--- src/rtl/seq_divider_if.sv ---
// Handshake and result bundle for the sequential restoring divider.
// The master side launches operands; the slave side (the divider) returns status and results.
interface seq_divider_if #(
    parameter int DIVIDEND_W = 16,
    parameter int DIVISOR_W  = 8
);
    logic                  START;
    logic [DIVIDEND_W-1:0] INPUT_A;
    logic [DIVISOR_W-1:0]  INPUT_B;
    logic                  BUSY;
    logic                  DONE;
    logic [DIVIDEND_W-1:0] QUOT;
    logic [DIVISOR_W-1:0]  REM;
    logic                  DIV_ZERO;

    modport master (
        output START, INPUT_A, INPUT_B,
        input  BUSY, DONE, QUOT, REM, DIV_ZERO
    );

    modport slave (
        input  START, INPUT_A, INPUT_B,
        output BUSY, DONE, QUOT, REM, DIV_ZERO
    );
endinterface

--- src/rtl/seq_divider.sv ---
// Multi-cycle restoring divider: one quotient bit per clock, DONE pulse in the
// cycle after the last iteration. Divide-by-zero short-circuits straight to FIN.
module seq_divider #(
    parameter int DIVIDEND_W = 16,
    parameter int DIVISOR_W  = 8
) (
    input  logic        clk,
    input  logic        rst_n,
    seq_divider_if.slave bus
);
    localparam int CNT_W = (DIVIDEND_W > 1) ? $clog2(DIVIDEND_W) : 1;
    localparam logic [CNT_W-1:0] LAST_ITER = CNT_W'(DIVIDEND_W - 1);

    localparam logic [1:0] IDLE = 2'd0;
    localparam logic [1:0] RUN  = 2'd1;
    localparam logic [1:0] FIN  = 2'd2;

    logic [1:0]            state_r,    state_nx;
    logic [DIVIDEND_W-1:0] dividend_r, dividend_nx;
    logic [DIVISOR_W-1:0]  divisor_r,  divisor_nx;
    logic [DIVISOR_W:0]    prem_r,     prem_nx;
    logic [CNT_W-1:0]      cnt_r,      cnt_nx;
    logic [DIVIDEND_W-1:0] quot_r,     quot_nx;
    logic [DIVISOR_W-1:0]  rem_r,      rem_nx;
    logic                  div_zero_r, div_zero_nx;
    logic                  busy_r;
    logic                  done_r;

    logic [DIVISOR_W+1:0]  shifted_s;
    logic [DIVISOR_W+1:0]  trial_s;
    logic                  qbit_s;
    logic [DIVISOR_W:0]    rem_step_s;
    logic [DIVIDEND_W-1:0] quot_step_s;

    // One restoring step: the dividend register doubles as the quotient shift register.
    always_comb begin
        shifted_s   = {prem_r, dividend_r[DIVIDEND_W-1]};
        trial_s     = shifted_s - {2'b00, divisor_r};
        qbit_s      = ~trial_s[DIVISOR_W+1];
        rem_step_s  = qbit_s ? trial_s[DIVISOR_W:0] : shifted_s[DIVISOR_W:0];
        quot_step_s = {dividend_r[DIVIDEND_W-2:0], qbit_s};
    end

    // Next-state and datapath update; results are only written on entry to FIN.
    always_comb begin
        state_nx    = state_r;
        dividend_nx = dividend_r;
        divisor_nx  = divisor_r;
        prem_nx     = prem_r;
        cnt_nx      = cnt_r;
        quot_nx     = quot_r;
        rem_nx      = rem_r;
        div_zero_nx = div_zero_r;
        case (state_r)
            IDLE: begin
                if (bus.START) begin
                    dividend_nx = bus.INPUT_A;
                    divisor_nx  = bus.INPUT_B;
                    prem_nx     = {(DIVISOR_W+1){1'b0}};
                    cnt_nx      = {CNT_W{1'b0}};
                    if (bus.INPUT_B != {DIVISOR_W{1'b0}}) begin
                        state_nx = RUN;
                    end else begin
                        state_nx    = FIN;
                        quot_nx     = {DIVIDEND_W{1'b1}};
                        rem_nx      = {DIVISOR_W{1'b0}};
                        div_zero_nx = 1'b1;
                    end
                end else begin
                    state_nx = IDLE;
                end
            end
            RUN: begin
                prem_nx     = rem_step_s;
                dividend_nx = quot_step_s;
                cnt_nx      = cnt_r + CNT_W'(1);
                if (cnt_r == LAST_ITER) begin
                    state_nx    = FIN;
                    quot_nx     = quot_step_s;
                    rem_nx      = rem_step_s[DIVISOR_W-1:0];
                    div_zero_nx = 1'b0;
                end else begin
                    state_nx = RUN;
                end
            end
            FIN: begin
                state_nx = IDLE;
            end
            default: begin
                state_nx = IDLE;
            end
        endcase
    end

    // State, datapath and registered status outputs.
    always_ff @(posedge clk or negedge rst_n) begin
        if (!rst_n) begin
            state_r    <= IDLE;
            dividend_r <= {DIVIDEND_W{1'b0}};
            divisor_r  <= {DIVISOR_W{1'b0}};
            prem_r     <= {(DIVISOR_W+1){1'b0}};
            cnt_r      <= {CNT_W{1'b0}};
            quot_r     <= {DIVIDEND_W{1'b0}};
            rem_r      <= {DIVISOR_W{1'b0}};
            div_zero_r <= 1'b0;
            busy_r     <= 1'b0;
            done_r     <= 1'b0;
        end else begin
            state_r    <= state_nx;
            dividend_r <= dividend_nx;
            divisor_r  <= divisor_nx;
            prem_r     <= prem_nx;
            cnt_r      <= cnt_nx;
            quot_r     <= quot_nx;
            rem_r      <= rem_nx;
            div_zero_r <= div_zero_nx;
            busy_r     <= (state_nx != IDLE);
            done_r     <= (state_nx == FIN);
        end
    end

    assign bus.BUSY     = busy_r;
    assign bus.DONE     = done_r;
    assign bus.QUOT     = quot_r;
    assign bus.REM      = rem_r;
    assign bus.DIV_ZERO = div_zero_r;
endmodule

--- src/flat_wrapper.sv ---
// flat-port wrapper written by rule: the top's interface ports become plain ports
module seq_divider_flat 
#(
    parameter int DIVIDEND_W = 16,
    parameter int DIVISOR_W  = 8
)
  (clk, rst_n, bus_START, bus_INPUT_A, bus_INPUT_B, bus_BUSY, bus_DONE, bus_QUOT, bus_REM, bus_DIV_ZERO);
  seq_divider_if #(.DIVIDEND_W(DIVIDEND_W), .DIVISOR_W(DIVISOR_W)) bus_i ();
  input  logic clk;
  input  logic rst_n;
  input wire logic [$bits(bus_i.START)-1:0] bus_START;
  input wire logic [$bits(bus_i.INPUT_A)-1:0] bus_INPUT_A;
  input wire logic [$bits(bus_i.INPUT_B)-1:0] bus_INPUT_B;
  output wire logic [$bits(bus_i.BUSY)-1:0] bus_BUSY;
  output wire logic [$bits(bus_i.DONE)-1:0] bus_DONE;
  output wire logic [$bits(bus_i.QUOT)-1:0] bus_QUOT;
  output wire logic [$bits(bus_i.REM)-1:0] bus_REM;
  output wire logic [$bits(bus_i.DIV_ZERO)-1:0] bus_DIV_ZERO;
  assign bus_i.START = bus_START;
  assign bus_i.INPUT_A = bus_INPUT_A;
  assign bus_i.INPUT_B = bus_INPUT_B;
  assign bus_BUSY = bus_i.BUSY;
  assign bus_DONE = bus_i.DONE;
  assign bus_QUOT = bus_i.QUOT;
  assign bus_REM = bus_i.REM;
  assign bus_DIV_ZERO = bus_i.DIV_ZERO;
  seq_divider #(.DIVIDEND_W(DIVIDEND_W), .DIVISOR_W(DIVISOR_W)) u_core (.clk(clk), .rst_n(rst_n), .bus(bus_i));
endmodule
--- config.mk ---
export PLATFORM = sky130hd
export DESIGN_NAME = seq_divider_flat
export DESIGN_NICKNAME = d
export VERILOG_FILES = /design/src/rtl/seq_divider_if.sv /design/src/rtl/seq_divider.sv /design/src/flat_wrapper.sv
export SDC_FILE = /design/constraint.sdc
export NUM_CORES = 1
export LEC_CHECK = 0
export BUFFER_PORTS_ARGS = -buffer_cell sky130_fd_sc_hd__buf_4
export CELL_PAD_IN_SITES_DETAIL_PLACEMENT = 1
export CELL_PAD_IN_SITES_GLOBAL_PLACEMENT = 2
export CORE_UTILIZATION = 31
export DETAILED_ROUTE_END_ITERATION = 10
export GPL_TIMING_DRIVEN = 1
export PLACE_DENSITY_LB_ADDON = 0.1
export SLEW_MARGIN = 20
export SYNTH_ARGS = -nofsm -noshare
export SYNTH_HDL_FRONTEND = slang
export SYNTH_SLANG_ARGS = --single-unit
--- constraint.sdc ---
create_clock -name clk -period 2.4 [get_ports clk]
set_clock_uncertainty 0.1 [all_clocks]
set_input_delay 0.12 -clock clk [delete_from_list [all_inputs] [get_ports clk]]
set_output_delay 0.12 -clock clk [all_outputs]
set_load 0.05 [all_outputs]
==> results.cfg <==
[synthesis]
syn_avg_cell_area_sq_um = 9.53
ys_top_cells_by_area = dfrtp_1 (53%), nand2_1 (8.0%), o21ai_0 (4.5%)
netlist_instances = 324
synth_cell_type_count = 39
yosys_most_used_dff = dfrtp_1
ys_ff_latch = 66
seq_area_frac_synth_pct = 53.5
syn_area_sq_um = 3090
yosys.area.top_type_share_pct = 53.5
synth_top_area_cell = dfrtp_1
async_flop_share_pct = 100
synth_edf_count = 0
yosys_warnings = 0
synth_top_cells_by_count = dfrtp_1 (66), nand2_1 (66), nor2_1 (37)
synth_nets = 361

[drt]
routed_wirelength_um = 8670
wire_per_inst_um = 15.6
vias = 2642
avgViaCountPerCell = 4.75
post-route-drc-count = 0
first_pass_iters = 4
drt_iter0_drc = 53
antenna_left = 0

[final_layout]
areaGrowthSynthToFinish_pct = 38.2
final_util_pct = 43.9
nets = 455
antenna_cells = 0
drive_above_1_share_pct = 25.8

[clock_tree]
clk_pin_slew_ns = 0.08
cts_sinks = 66
clock-root-buffer = clkbuf_8
cts_tree = built
clock_latency_ns = 0.35
htree_levels = 3
numCtsBuffers = 9
clock_path_buffers = 2

[power_and_ir_drop]
clkPwrFrac_pct = 16.8
power.leakage_uw = 0.00195
p_sw_uw = 3100
seqPwrFrac_pct = 27.2
switching_share_pct = 43.5
p_per_area_nw_per_um2 = 1670
p_int_uw = 4020
pwr-share-comb_pct = 56.0
ir_worst_vdd_v = 0.000666

[timing]
setup_viol = 0
fin_crit_ns = 2.32
worstMarginPinSlew_ns = 0.650
timing.final.hold_violations = 0
finalHoldWorstSlack_ns = 0.135
finalCritPeriodShare_pct = 96.8
relSlewSlack_pct = 56.5
rsz0062_at_grt = true
max_freq_mhz = 430
drv_slew = 0

[critical_path]
crit_start = u_core.prem_r[4]
worstPathCellList = ha_1 -> and3_2 -> and2b_2 -> a211oi_2 -> xnor2_2 -> buf_6 -> mux2i_1 -> a22o_1
crit_type = flip-flop to flip-flop
crit_buf_inv = 1
worst_path_max_delay_cell = dfrtp_1
crit_path_start_kind = flip-flop
critPathMaxFanout = 5
crit_family = simple AND/OR/NAND/NOR gates
critPathRequiredTime_ns = 2.58
rr_startpoint = u_core.prem_r[4]
critical_path_arrival_ns = 2.50
max_stage_delay_ns = 0.41
crit_path_end_kind = flip-flop

[hold_path]
hold_start = bus_START
hp-class = input pin to flip-flop

[global_routing]
grt_overflow_total = 0
grt_pass1_vias = 2750
grt_pass1_wl_um = 14200
antenna_found_initial = 0
track_usage_pct = 18.2
grt_max_degree = 35

[placed_design]
dp_hpwl_um = 5760
port_buffers = 53
gp_congestion = 0.813

[die]
initial_core_util_pct = 31.8
core_area_sq_um = 9730
dieWidth_um = 102
die-area_sq_um = 10400
io_pins = 54
fp-row-count = 36
die_y_um = 102

[run]
drv_cap = 0

[status]
status = completed
[per-stage QoR]
step	worst slack (ns)	total power, uW	cells	setup TNS [ns]	area (sq um)
after floorplan	0.114	4490	324	0	3090
after global placement	0.0956	5480	511	0	3680
after detailed placement	0.0398	5550	511	0	3680
after CTS	-0.0122	6870	552	-0.0122	4190
after global routing	-0.0505	7680	556	-0.315	4270
final	0.0766	7110	556	0	4270
[cell type report]
cell class	instances	area, sq um
well taps	133	166
clock inverters	6	113
inverters	13	48.8
clock buffers	10	138
repair buffers	100	833
fillers	1150	5460
multi-input cells	228	1320
flip-flops and latches	66	1650
[worst paths after layout]
check / end / slack, ns / depth (start not counted)
setup / recovery: u_core.prem_r[0] / 0.08 / 8
hold / removal: u_core.bus.DIV_ZERO / 0.14 / 4
setup reg to reg: u_core.prem_r[0] / 0.08 / 8
hold reg to reg: u_core.bus.QUOT[12] / 0.39 / 2
max in group asynchronous: u_core.dividend_r[15] / 1.48 / 3
min in group asynchronous: u_core.divisor_r[5] / 0.17 / 2
[per-layer routing]
metal | track usage, % | vias up | share of wire, %
met4 | 6.81 | 0 | 1.6
met3 | 2.67 | 11 | 2.0
met5 | 0 | - | 0
li1 | - | 1282 | -
met1 | 24.6 | 1312 | 48
met2 | 29.8 | 37 | 48
[sequential cells by signal, summed over array words and instances, names as in the netlist]
| register | cells |
|---|---|
| u_core.bus.QUOT | 16 |
| u_core.dividend_r | 16 |
| u_core.prem_r | 9 |
| u_core.bus.REM | 8 |
| u_core.divisor_r | 8 |
| u_core.cnt_r | 4 |
| u_core.state_r | 2 |
| u_core.bus.BUSY | 1 |
| u_core.bus.DIV_ZERO | 1 |
| u_core.bus.DONE | 1 |
[what timing repair did]
item                                    CTS  global route
endpoints found under the setup margin    4            33
resized for setup                         2            17
hold endpoints to repair                 56             0
pin swaps                                 0             7
hold buffers                             25             0
buffers inserted                          0             4
[kinds of logic (layout without fill, tap and decap cells)]
group / count (synthesis) / after routing / synth area share, %
AOI/OAI and AO/OA: 79 / 79 / 15.4
xor gates and xnor gates: 7 / 7 / 2.23
adders and majority gates: 10 / 10 / 4.29
buffers and inverters: 30 / 129 / 5.55
DFF: 66 / 66 / 53.5
muxes: 6 / 6 / 1.94
and+or+nand+nor: 126 / 126 / 17.1
[power groups by stage]
stage	logic, uW	clock network, uW	registers (uW)
detailed placement	3620	0	1940
floorplan	2010	0	2490
global placement	3550	0	1930
finish	3980	1200	1930
CTS	3720	1230	1930
global route	4410	1270	2000
[placed cells by master (no fill, tap or decap), drive strengths merged, types with 2 or more instances in the layout]
| master | count |
|---|---|
| buf | 75 |
| nand2 | 66 |
| dfrtp | 66 |
| nor2 | 38 |
| o21ai | 28 |
| dlygate4sd3 | 25 |
| a21oi | 18 |
| a31oi | 17 |
| inv | 14 |
| clkbuf | 10 |
| ha | 9 |
| nand3 | 7 |
| mux2i | 6 |
| nand2b | 4 |
| a22o | 4 |
| xnor2 | 4 |
| a21o | 3 |
| xor2 | 3 |
| a2bb2oi | 3 |
| bufinv | 3 |
| or4 | 2 |
| a211oi | 2 |
| nand3b | 2 |
| clkinv | 2 |
[worst reg2reg max path: cells and delay by family, from the launching register on]
| family | cells | cell delay (ns) |
|---|---|---|
| simple gates | 2 | 0.45 |
| flops | 1 | 0.41 |
| compound gates | 2 | 0.37 |
| mux | 1 | 0.24 |
| buf+inv | 1 | 0.17 |
| xor+xnor | 1 | 0.19 |
| fa+ha+maj | 1 | 0.33 |
Note: power is estimated with default switching activity, not from simulation.
